## config.mk

```make
export PLATFORM = sky130hd
export DESIGN_NAME = uart_rx_fifo
export DESIGN_NICKNAME = d
export VERILOG_FILES = /design/src/rtl/uart_rx_fifo.sv
export SDC_FILE = /design/constraint.sdc
export NUM_CORES = 1
export LEC_CHECK = 0
export CORE_MARGIN = 4
export CORE_UTILIZATION = 38
export CTS_BUF_LIST = sky130_fd_sc_hd__clkbuf_4
export DETAILED_ROUTE_END_ITERATION = 12
export DONT_BUFFER_PORTS = 1
export PLACE_DENSITY_LB_ADDON = 0.1
export SLEW_MARGIN = 20
export SYNTH_ARGS = -nofsm -noshare
export SYNTH_HDL_FRONTEND = slang
export SYNTH_SLANG_ARGS = --single-unit
```

## constraint.sdc

```tcl
create_clock -name clock -period 8.1 [get_ports clock]
set_input_delay 1.215 -clock clock [delete_from_list [all_inputs] [get_ports clock]]
set_output_delay 1.215 -clock clock [all_outputs]
set_load 0.05 [all_outputs]
```

## src/rtl/uart_rx_fifo.sv

```systemverilog
// rtl/uart_rx_fifo.sv - UART receive byte buffer with FWFT read port and drop tracking
//
// Purpose: buffers completed UART frames (data byte + framing-error flag) written
// by the RX controller and hands them to a consumer through a first-word-fall-through
// valid/ready port. Because the serial line cannot be back-pressured, frames that
// arrive while the buffer is full are dropped and counted.
//
// Ports:
//   clock        - system clock, all state updates on rising edge
//   reset        - synchronous active-high clear of pointers, count and drop state
//   wr_valid     - one-cycle strobe: frame complete
//   wr_data      - received byte, sampled with wr_valid
//   wr_frame_err - stop bit was low for this frame, sampled with wr_valid
//   rd_data      - byte at head of buffer
//   rd_frame_err - framing-error flag stored with head byte
//   rd_valid     - buffer not empty
//   rd_ready     - consumer accepts head (pop when rd_valid & rd_ready)
//   count        - occupied entries, 0..DEPTH
//   full         - count == DEPTH
//   overflow     - sticky: at least one frame dropped since last clear
//   ovf_clr      - clears overflow and drop_count
//   drop_count   - saturating count of dropped frames

module uart_rx_fifo #(
  parameter int DATA_WIDTH = 8,
  parameter int DEPTH      = 16,
  parameter int DROP_W     = 8
) (
  input  logic                       clock,
  input  logic                       reset,
  input  logic                       wr_valid,
  input  logic [DATA_WIDTH-1:0]      wr_data,
  input  logic                       wr_frame_err,
  output logic [DATA_WIDTH-1:0]      rd_data,
  output logic                       rd_frame_err,
  output logic                       rd_valid,
  input  logic                       rd_ready,
  output logic [$clog2(DEPTH):0]     count,
  output logic                       full,
  output logic                       overflow,
  input  logic                       ovf_clr,
  output logic [DROP_W-1:0]          drop_count
);

  localparam int PW = $clog2(DEPTH);
  localparam int CW = PW + 1;
  localparam int EW = DATA_WIDTH + 1;

  // Each entry is {frame_err, data}.
  logic [EW-1:0]     mem_q [DEPTH];

  logic [PW-1:0]     wr_ptr_q, wr_ptr_d;
  logic [PW-1:0]     rd_ptr_q, rd_ptr_d;
  logic [CW-1:0]     count_q, count_d;
  logic              overflow_q, overflow_d;
  logic [DROP_W-1:0] drop_q, drop_d;

  logic              empty;
  logic              is_full;
  logic              pop;
  logic              push;
  logic              drop;

  assign empty   = (count_q == '0);
  assign is_full = (count_q == CW'(DEPTH));

  // A pop frees a slot in the same cycle, so a full buffer still accepts a write
  // when the consumer is reading.
  assign pop  = !empty && rd_ready;
  assign push = wr_valid && (!is_full || pop);
  assign drop = wr_valid && is_full && !pop;

  always_comb begin
    wr_ptr_d   = wr_ptr_q;
    rd_ptr_d   = rd_ptr_q;
    count_d    = count_q;
    overflow_d = overflow_q;
    drop_d     = drop_q;

    if (push) begin
      wr_ptr_d = wr_ptr_q + PW'(1);
    end
    if (pop) begin
      rd_ptr_d = rd_ptr_q + PW'(1);
    end

    case ({push, pop})
      2'b10:   count_d = count_q + CW'(1);
      2'b01:   count_d = count_q - CW'(1);
      default: count_d = count_q;
    endcase

    // A drop in the same cycle as a clear wins and restarts the count at one.
    if (drop) begin
      overflow_d = 1'b1;
      if (ovf_clr) begin
        drop_d = DROP_W'(1);
      end else if (drop_q != '1) begin
        drop_d = drop_q + DROP_W'(1);
      end
    end else if (ovf_clr) begin
      overflow_d = 1'b0;
      drop_d     = '0;
    end
  end

  always_ff @(posedge clock) begin
    if (reset) begin
      wr_ptr_q   <= '0;
      rd_ptr_q   <= '0;
      count_q    <= '0;
      overflow_q <= 1'b0;
      drop_q     <= '0;
    end else begin
      wr_ptr_q   <= wr_ptr_d;
      rd_ptr_q   <= rd_ptr_d;
      count_q    <= count_d;
      overflow_q <= overflow_d;
      drop_q     <= drop_d;
    end
  end

  // Storage is never cleared; stale entries are unreachable once the pointers reset.
  always_ff @(posedge clock) begin
    if (push && !reset) begin
      mem_q[wr_ptr_q] <= {wr_frame_err, wr_data};
    end
  end

  assign rd_data      = mem_q[rd_ptr_q][DATA_WIDTH-1:0];
  assign rd_frame_err = mem_q[rd_ptr_q][DATA_WIDTH];
  assign rd_valid     = !empty;
  assign count        = count_q;
  assign full         = is_full;
  assign overflow     = overflow_q;
  assign drop_count   = drop_q;

endmodule

```

==> results.json <==
{
  "fin_nets": 415,
  "synth_top_flop_cell": "edfxtp_1",
  "grt_antenna_before_repair": 1,
  "die-area_um2": 20500,
  "cts.sinks": 170,
  "dpl_cell_area_um2": 7220,
  "gp_congestion": 0.733,
  "clock_skew_ps": 18.9,
  "path_clk_slew_ps": 130,
  "track_usage_pct": 15.3,
  "ys_warn_count": 0,
  "die_h_um": 143,
  "fin_crit_sh_pct": 48.6,
  "worstPathArrival_ps": 2720,
  "synth_seq_cells": 170,
  "rrSetupSlack_ps": 4800,
  "tightestPinTransition_ps": 974,
  "drt-initial-drc-count": 178,
  "dr_total_vias": 3467,
  "critical_path_required_ps": 6880,
  "wire_per_inst_um": 23.2,
  "viasPerCell": 5.45,
  "clockBufferDepth": 2,
  "n_fill_cell": 1637,
  "crit_path_end_kind": "primary output",
  "rows": 49,
  "setup-tns-final_ps": 0,
  "yosysTopAreaCellShare_pct": 62.4,
  "seq_area_frac_synth_pct": 69.9,
  "drive_gt1_share_pct": 25.6,
  "ant_nets": 0,
  "cp_cell_sequence": "buf_4, mux4_2, mux4_2",
  "critPathLaunchType": "flop",
  "grt_max_degree": 37,
  "synth_area_leaders": "edfxtp_1 (62%), mux4_2 (15%), dfxtp_1 (7.5%), nor2_1 (1.5%), ha_1 (1.4%)",
  "synth_commonest_cells": "edfxtp_1 (144), mux4_2 (45), nor2_1 (28)",
  "regToRegStartpoint": "count[1]",
  "grt_pass1_vias": 3573,
  "clk_latency_ps": 540,
  "power_density_nw_per_um2": 264,
  "cts_root_buf": "clkbuf_4",
  "multi_input_area_um2": 1970,
  "cts_tree": "yes",
  "seq_area_um2": 4850,
  "syn_nets": 405,
  "synth_edf_count": 144,
  "synth.most_common_cell": "edfxtp_1",
  "overflow": 0,
  "whs_path_depth": 2,
  "synthCells": 383,
  "fp.dieW_um": 143,
  "core_region_area_um2": 18000,
  "worstHoldStart": "rd_ptr_q[1]",
  "synthesis.area_um2": 6930,
  "max_clock_freq_mhz": 254,
  "hold_viol": 0,
  "start_util_pct": 38.6,
  "yosysUniqueCellTypes": 54,
  "hold_path_class": "reg -> reg",
  "cts-buffers-inserted": 17,
  "ioPinCount": 39,
  "layout_min_cycle_time_ps": 3930,
  "cpMostUsedCell": "mux4_2",
  "outcome": "completed",
  "port_buffers": 0,
  "cpMaxStageDelayCell": "mux4_2",
  "hold_buffers": 0,
  "post_cts_buffers": 0,
  "fin_area_um2": 7460,
  "p_leak_nw": 2.27,
  "relSlewSlack_pct": 35.1,
  "async_flop_share_pct": 0,
  "grt_pass1_wl_mm": 22.4,
  "timing.rr.end": "count[4]",
  "path_class": "reg -> out",
  "irDropWorstVdd_uv": 155,
  "hold_ws_ps": 565,
  "hpwl_mm": 9.15,
  "firstDrtPassIters": 4,
  "setup_viol": 0,
  "synth_top_area_cell": "edfxtp_1",
  "cp_slowest_stage_delay_ps": 670,
  "rsz0062_at_grt": "false",
  "wirelength_mm": 14.8,
  "htreeDepth": 4,
  "cp_max_fo": 36,
  "avgSynthCellArea_um2": 18.1,
  "drcViolationCount": 0,
  "total_power_w": 0.00197,
  "slew_violations": 0,
  "worst-r2r-cell-count": 8,
  "area_growth_pct": 7.66,
  "maxCapViolCount": 0,
  "cts.repair.resized": 0
}
## metrics by stage
| step | setup slack [ps] | std cells | utilization [%] |
|---|---|---|---|
| final | 4170 | 636 | 41.5 |
| after global routing | 3930 | 636 | 41.5 |
| after CTS | 4040 | 635 | 41.5 |
| after detailed placement | 4680 | 603 | 40.2 |
| after global placement | 4670 | 603 | 40.1 |
| after floorplan | 4720 | 383 | - |
## power by group
part	internal (W)	leakage (nW)	switching, W
clock network	0.000125	0.125	0.000295
logic	0.000209	0.639	0.000266
registers	0.000977	1.51	0.0000954
## flip-flops by register name, indices dropped and copies added (netlist names), named ones only
register	flops
drop_count	8
count	5
overflow	1
rd_ptr_q	4
mem_q	144
wr_ptr_q	4
## cell families after synthesis
family / count (synthesis) / synth area share, %
DFF: 170 / 69.9
AOI/OAI and AO/OA: 39 / 4.05
xor gates and xnor gates: 7 / 0.885
adders and majority gates: 8 / 1.44
and+or+nand+nor: 82 / 6.52
buffers and inverters: 27 / 1.79
muxes: 50 / 15.4
## placed cells by master, fill, tap and decap left out, types with 2 or more instances in the layout
| master | n |
|---|---|
| edfxtp_1 | 144 |
| mux4_2 | 45 |
| nor2_1 | 24 |
| dfxtp_1 | 24 |
| clkbuf_4 | 18 |
| buf_4 | 13 |
| a21oi_1 | 12 |
| nand2_1 | 10 |
| ha_1 | 8 |
| clkinv_4 | 7 |
| nor2b_1 | 6 |
| inv_1 | 5 |
| or4_1 | 5 |
| nand3_1 | 5 |
| xor2_1 | 5 |
| nor2_2 | 4 |
| o31ai_1 | 4 |
| nor3_1 | 4 |
| o21ai_0 | 4 |
| nand2b_1 | 3 |
| and4_1 | 3 |
| mux2i_1 | 3 |
| o211ai_1 | 3 |
| and3_1 | 3 |
| clkinv_1 | 3 |
| xnor2_1 | 2 |
| nand3b_1 | 2 |
| or3_1 | 2 |
| or2_2 | 2 |
| mux2_2 | 2 |
| a311oi_1 | 2 |
| dfxtp_2 | 2 |
| clkinvlp_4 | 2 |
## layout make-up
class / instances / area share, %
flip-flops and latches: 170 / 65.0
multi-input cells: 186 / 26.4
well taps: 229 / 3.84
clock buffers: 18 / 1.81
clock inverters: 14 / 1.36
repair buffers: 13 / 1.31
inverters: 5 / 0.252
diodes: 1 / 0.0336
## per-layer routing
metal / up-vias / global-route usage [%] / wire length, um
met2: 72 / 24.4 / 7300
met5: - / 0 / 0
met3: 6 / 4.42 / 707
met4: 0 / 4.20 / 79
met1: 1815 / 20.9 / 6670
li1: 1574 / - / -
## critical path, delay by kind of cell (launching register included)
kind     cells  cell delay, ps
buf+inv      1             570
flops        1             340
mux          2            1250
## how the worst max path moves through the flow
stage	from	end	slack, ps	depth (start not counted)
2_1_floorplan	rd_ready	count[4]	4720	9
3_3_place_gp	flop	rd_data[0]	4670	3
3_5_place_dp	flop	rd_data[2]	4680	3
4_1_cts	flop	rd_data[2]	4040	3
5_1_grt	flop	rd_data[6]	3930	3
6_report	flop	rd_data[7]	4170	3
(Power assumes the default switching activity.)
